===== src/rtl/mem_port_arbiter.sv =====
// Arbitrates one single-port memory between the fetch and load/store paths.
// Data has priority; a bounded data streak guarantees fetch forward progress.
module mem_port_arbiter #(
  parameter int ADDR_W       = 32,
  parameter int DATA_W       = 32,
  parameter int READ_LAT     = 1,
  parameter int STARVE_LIMIT = 4
) (
  input  logic              clk,
  input  logic              reset,
  input  logic              if_req,
  input  logic [ADDR_W-1:0] if_addr,
  output logic              if_gnt,
  output logic [DATA_W-1:0] if_rdata,
  output logic              if_valid,
  input  logic              d_req,
  input  logic              d_we,
  input  logic [ADDR_W-1:0] d_addr,
  input  logic [DATA_W-1:0] d_wdata,
  output logic              d_gnt,
  output logic [DATA_W-1:0] d_rdata,
  output logic              d_valid,
  output logic              mem_en,
  output logic              mem_we,
  output logic [ADDR_W-1:0] mem_addr,
  output logic [DATA_W-1:0] mem_wdata,
  input  logic [DATA_W-1:0] mem_rdata,
  output logic              busy
);

  typedef enum logic {
    IDLE = 1'b0,
    WAIT = 1'b1
  } state_t;

  localparam logic [2:0] LAT   = 3'(READ_LAT);
  localparam logic [3:0] LIMIT = 4'(STARVE_LIMIT);

  state_t     state_q, state_d;
  logic [2:0] cnt_q, cnt_d;
  logic [3:0] streak_q, streak_d;
  logic       owner_q, owner_d;  // 1 = data port owns the outstanding read

  logic returning;
  logic eligible;
  logic rd_grant;

  // Read data lands when the counter reaches 1; that cycle may also issue.
  assign returning = (state_q == WAIT) && (cnt_q == 3'd1);
  assign eligible  = !reset && ((state_q == IDLE) || returning);
  assign rd_grant  = if_gnt || (d_gnt && !d_we);
  assign busy      = (state_q == WAIT);

  always_comb begin
    // NOTE: every output gets a default first so no path can infer a latch.
    if_gnt    = 1'b0;
    d_gnt     = 1'b0;
    if_valid  = 1'b0;
    d_valid   = 1'b0;
    if_rdata  = '0;
    d_rdata   = '0;
    mem_en    = 1'b0;
    mem_we    = 1'b0;
    mem_addr  = '0;
    mem_wdata = '0;

    if (eligible) begin
      if (if_req && d_req) begin
        d_gnt  = (streak_q < LIMIT);
        if_gnt = !(streak_q < LIMIT);
      end else begin
        d_gnt  = d_req;
        if_gnt = if_req;
      end
    end

    if (d_gnt) begin
      mem_en    = 1'b1;
      mem_we    = d_we;
      mem_addr  = d_addr;
      mem_wdata = d_wdata;
    end else if (if_gnt) begin
      mem_en   = 1'b1;
      mem_addr = if_addr;
    end

    if (returning) begin
      if (owner_q) begin
        d_valid = 1'b1;
        d_rdata = mem_rdata;
      end else begin
        if_valid = 1'b1;
        if_rdata = mem_rdata;
      end
    end
  end

  always_comb begin
    state_d  = state_q;
    cnt_d    = cnt_q;
    owner_d  = owner_q;
    streak_d = streak_q;

    if (rd_grant) begin
      state_d = WAIT;
      cnt_d   = LAT;
      owner_d = d_gnt;
    end else if ((state_q == WAIT) && (cnt_q > 3'd1)) begin
      cnt_d = cnt_q - 3'd1;
    end else begin
      state_d = IDLE;
      cnt_d   = 3'd0;
    end

    // The streak only counts data wins that actually held a fetch off.
    if (!if_req || if_gnt) begin
      streak_d = 4'd0;
    end else if (d_gnt && (streak_q < LIMIT)) begin
      streak_d = streak_q + 4'd1;
    end
  end

  // NOTE: sequential state uses non-blocking assignments only.
  always_ff @(posedge clk or posedge reset) begin
    if (reset) begin
      state_q  <= IDLE;
      cnt_q    <= 3'd0;
      streak_q <= 4'd0;
      owner_q  <= 1'b0;
    end else begin
      state_q  <= state_d;
      cnt_q    <= cnt_d;
      streak_q <= streak_d;
      owner_q  <= owner_d;
    end
  end

endmodule


===== config.mk =====
export PLATFORM = sky130hd
export DESIGN_NAME = mem_port_arbiter
export DESIGN_NICKNAME = d
export VERILOG_FILES = /design/src/rtl/mem_port_arbiter.sv
export SDC_FILE = /design/constraint.sdc
export NUM_CORES = 1
export LEC_CHECK = 0
export BUFFER_PORTS_ARGS = -buffer_cell sky130_fd_sc_hd__buf_2
export CORE_AREA = 2 2 105 107
export CTS_CLUSTER_SIZE = 10
export DETAILED_ROUTE_END_ITERATION = 8
export DIE_AREA = 0 0 107 109
export GPL_TIMING_DRIVEN = 0
export HOLD_SLACK_MARGIN = 0.15
export PLACE_DENSITY = 0.55
export SYNTH_ARGS = -nofsm -noshare
export SYNTH_HDL_FRONTEND = slang
export SYNTH_SLANG_ARGS = --single-unit

===== constraint.sdc =====
create_clock -name clk -period 1.7 [get_ports clk]
set_input_delay 0 -clock clk [delete_from_list [all_inputs] [get_ports clk]]
set_output_delay 0 -clock clk [all_outputs]
set_load 0.01 [all_outputs]

==> impl_metrics.ini <==
[place]
detailed_place.area_sq_um = 3390
place_inst = 685
place.port_buffers = 267
dp_slack_ps = -2.56
detailedPlacementHpwl_um = 7890
gpl.final_weighted_congestion = 0.791

[status]
run_status = finished with violations
violations = setup timing

[cells_and_area]
post_route_cells_drive_above_1_share_pct = 71.4
syn2layout_area_growth_pct = 144
finish.instance_area_sq_um = 4580
nNetsFinal = 713
fin_cells = 717
post-route-util_pct = 43.2

[synthesis]
synthFlopType = sky130_fd_sc_hd__dfrtp_1
synthesis.area_per_instance_sq_um = 6.76
synth.lib_cells_used.distinct = 35
synthMostInstantiatedCell = sky130_fd_sc_hd__and2_1
synth.top_cells.by_count = sky130_fd_sc_hd__and2_1 (65), sky130_fd_sc_hd__nand3_1 (64), sky130_fd_sc_hd__and3_1 (33)
postSynthCellCount = 278
post_synthesis_sequential_area_ratio_pct = 12.0
yosys-top-cells-area = sky130_fd_sc_hd__and2_1 (22%), sky130_fd_sc_hd__nand3_1 (17%), sky130_fd_sc_hd__dfrtp_1 (12%)
netlist_area_sq_um = 1880
synth_top_cell_by_area = sky130_fd_sc_hd__and2_1
synth_enable_flop_cells = 0
asyncSetResetFlopFracSynth_pct = 100
yosys.area.top_type_share_pct = 21.7
ys_ff_latch = 9
yosysWarnings = 0
total_nets_after_synthesis = 414

[setup_path]
crit_path_required_time_ps = 1700
worst_setup_path_start_kind = flip-flop
critical_path.endpoint_type = output pin
worstPathMaxFanout = 8
timing.critical_path.arrival_ps = 1720
category_of_the_critical_setup_timing_path = reg -> out

[cts]
h-tree-depth = 1
tritoncts_clock_tree = done
clk_transition_reported_paths_ps = 50
cts-root-to-sink-buffers = 2
clock_insertion_delay_worst_skew_ps = 240
cts_root_buf = sky130_fd_sc_hd__clkbuf_8
tritoncts_num_sinks = 9
tritoncts.num_buffers = 3

[timing]
report.final.slew_viol_count = 0
finalClockSkew_ps = 2.75
finalCriticalPeriod_ps = 1720
finalHoldViolations = 0
final_setup_fails = 1
rsz0062_at_grt = yes
worst_slew_margin_rel_pct = 67.8
timing_worst_slew_pin_value_ps = 477
layout_setup_ws_ps = -16.4
fmax_mhz = 583
min_period_over_period_pct = 101

[pwr]
ir_drop_mv = 0.206
leakage_power_total_nw = 2.46
fin_total_pwr_mw = 1.65
power_density_nw_per_um2 = 361

[floorplan]
fp.dieW_um = 107
die-height_um = 109
core_area_sq_um = 10600
ioPinCount = 268
number_of_rows_created_at_floorplan = 38
floorplan.die_area_sq_um = 11700
floorplan.initialDensity_pct = 17.7

[drt]
routed_via_density = 4.55
routed_wl_um = 10800
post-route-drc-count = 0
avg_wl_per_cell_um = 15.1
dr.first_iter.drc_count = 152
vias = 3261
dr.pass1.iters = 5
ant_nets = 0

[global_route]
grt_overflow_total = 0
globalRouteTotalUtil_pct = 14.8
grt_pass1_wl_um = 13800
grt_antenna_before_repair = 1
first_global_vias = 2829
largest_net_degree_at_the_start_of_global_routing = 11

[run]
cap_viol_max_count = 0

[hold_path]
holdCritPathClass = in -> out
-- worst max-delay path, stage by stage, from the launching register on --
cell	delay, ps
sky130_fd_sc_hd__dfrtp_1	380
sky130_fd_sc_hd__inv_2	80
sky130_fd_sc_hd__ha_4	150
sky130_fd_sc_hd__nand2b_4	100
sky130_fd_sc_hd__a21oi_4	180
sky130_fd_sc_hd__buf_12	150
sky130_fd_sc_hd__buf_8	110
sky130_fd_sc_hd__and3_1	180
sky130_fd_sc_hd__buf_2	140
-- state kept, by name, summed over array words and instances, names as in the netlist --
name / flops
cnt_q: 3
busy: 1
streak_q: 4
owner_q: 1
-- metal layers --
| layer | GRT usage (%) | vias to the layer above | routed length, um |
|---|---|---|---|
| li1 | - | 1568 | - |
| met1 | 15.9 | 1481 | 3940 |
| met2 | 29.1 | 191 | 5730 |
| met3 | 2.39 | 21 | 875 |
| met4 | 5.19 | 0 | 278 |
| met5 | 0 | - | 0 |
-- through the flow --
| stage | TNS, ps | hold WS, ps |
|---|---|---|
| floorplan | 0 | -141 |
| global placement | -3.49 | 67.8 |
| detailed placement | -2.56 | 69.3 |
| CTS | -10.5 | 298 |
| global route | -4570 | 317 |
| finish | -16.4 | 306 |
-- worst paths after layout --
kind                                    startpoint                       to  slack [ps]  cells after the start
min in group asynchronous                    reset      owner_q$_DFFE_PP0P_        1010                      4
max in group asynchronous                    reset  streak_q[2]$_DFFE_PP0P_         360                      4
max                             cnt_q[1]$_DFF_PP0_            mem_wdata[16]         -20                      8
min reg2reg                streak_q[1]$_DFFE_PP0P_  streak_q[1]$_DFFE_PP0P_         560                      2
min                                  mem_rdata[26]             if_rdata[26]         310                      3
max reg2reg                     cnt_q[1]$_DFF_PP0_      owner_q$_DFFE_PP0P_         210                      7
-- layout make-up --
class | instances | area [sq um]
Inverter | 8 | 30.0
Antenna cell | 1 | 2.50
Buffer | 31 | 298
Timing Repair Buffer | 294 | 2130
Tap cell | 140 | 175
Multi-Input combinational cell | 230 | 1670
Sequential cell | 9 | 229
Fill cell | 1068 | 6030
Clock buffer | 4 | 45.0
-- cell families (layout without fill, tap and decap cells) --
kind of cell	count (synthesis)	after routing	share of synthesized area (%)
AOI/OAI and AO/OA	47	47	16.5
xor gates and xnor gates	1	1	0.466
adders and majority gates	3	3	2.00
buffers and inverters	39	337	13.0
DFF	9	9	12.0
other	0	1	0
and+or+nand+nor	179	179	56.1
-- cell usage in the layout, fill, tap and decap left out, types with 2 or more instances in the layout --
cell                            Yosys  final
sky130_fd_sc_hd__clkbuf_4           0      6
sky130_fd_sc_hd__a21oi_1           32     29
sky130_fd_sc_hd__clkbuf_8           0      3
sky130_fd_sc_hd__clkbuf_1           5      5
sky130_fd_sc_hd__dfrtp_1            9      6
sky130_fd_sc_hd__buf_6             10     80
sky130_fd_sc_hd__dfrtp_2            0      3
sky130_fd_sc_hd__ha_1               3      2
sky130_fd_sc_hd__buf_8              0      9
sky130_fd_sc_hd__nor3_4             2      2
sky130_fd_sc_hd__buf_12             0      3
sky130_fd_sc_hd__a21oi_2            1      3
sky130_fd_sc_hd__and2_1            65     13
sky130_fd_sc_hd__inv_1              7      6
sky130_fd_sc_hd__inv_2              1      2
sky130_fd_sc_hd__and2_4             0     52
sky130_fd_sc_hd__nand2_1            4      4
sky130_fd_sc_hd__dlygate4sd3_1      0      4
sky130_fd_sc_hd__buf_4              1     13
sky130_fd_sc_hd__nor2_1             5      5
sky130_fd_sc_hd__and3_4             0     19
sky130_fd_sc_hd__clkbuf_16          0      5
sky130_fd_sc_hd__buf_2             15    201
sky130_fd_sc_hd__nand3_1           64     64
sky130_fd_sc_hd__and3_1            33     14
sky130_fd_sc_hd__o22ai_1            3      3
-- power by group --
group	internal, mW	total, mW	switching [mW]	leakage (nW)
clock network	0.165	0.263	0.0988	0.0228
logic	0.605	1.12	0.518	2.33
registers	0.237	0.264	0.0267	0.115
total	1.01	1.65	0.644	2.46
-- repair_timing --
item                                   in CTS  in global routing
endpoints found under the hold margin      11                  0
pin swaps                                   5                 69
setup endpoints to repair                 132                126
hold buffers                                4                  0
resized for setup                          17                174
buffers inserted                           10                  6
cloned                                      0                  7
Power figures use the tool's default switching activity.
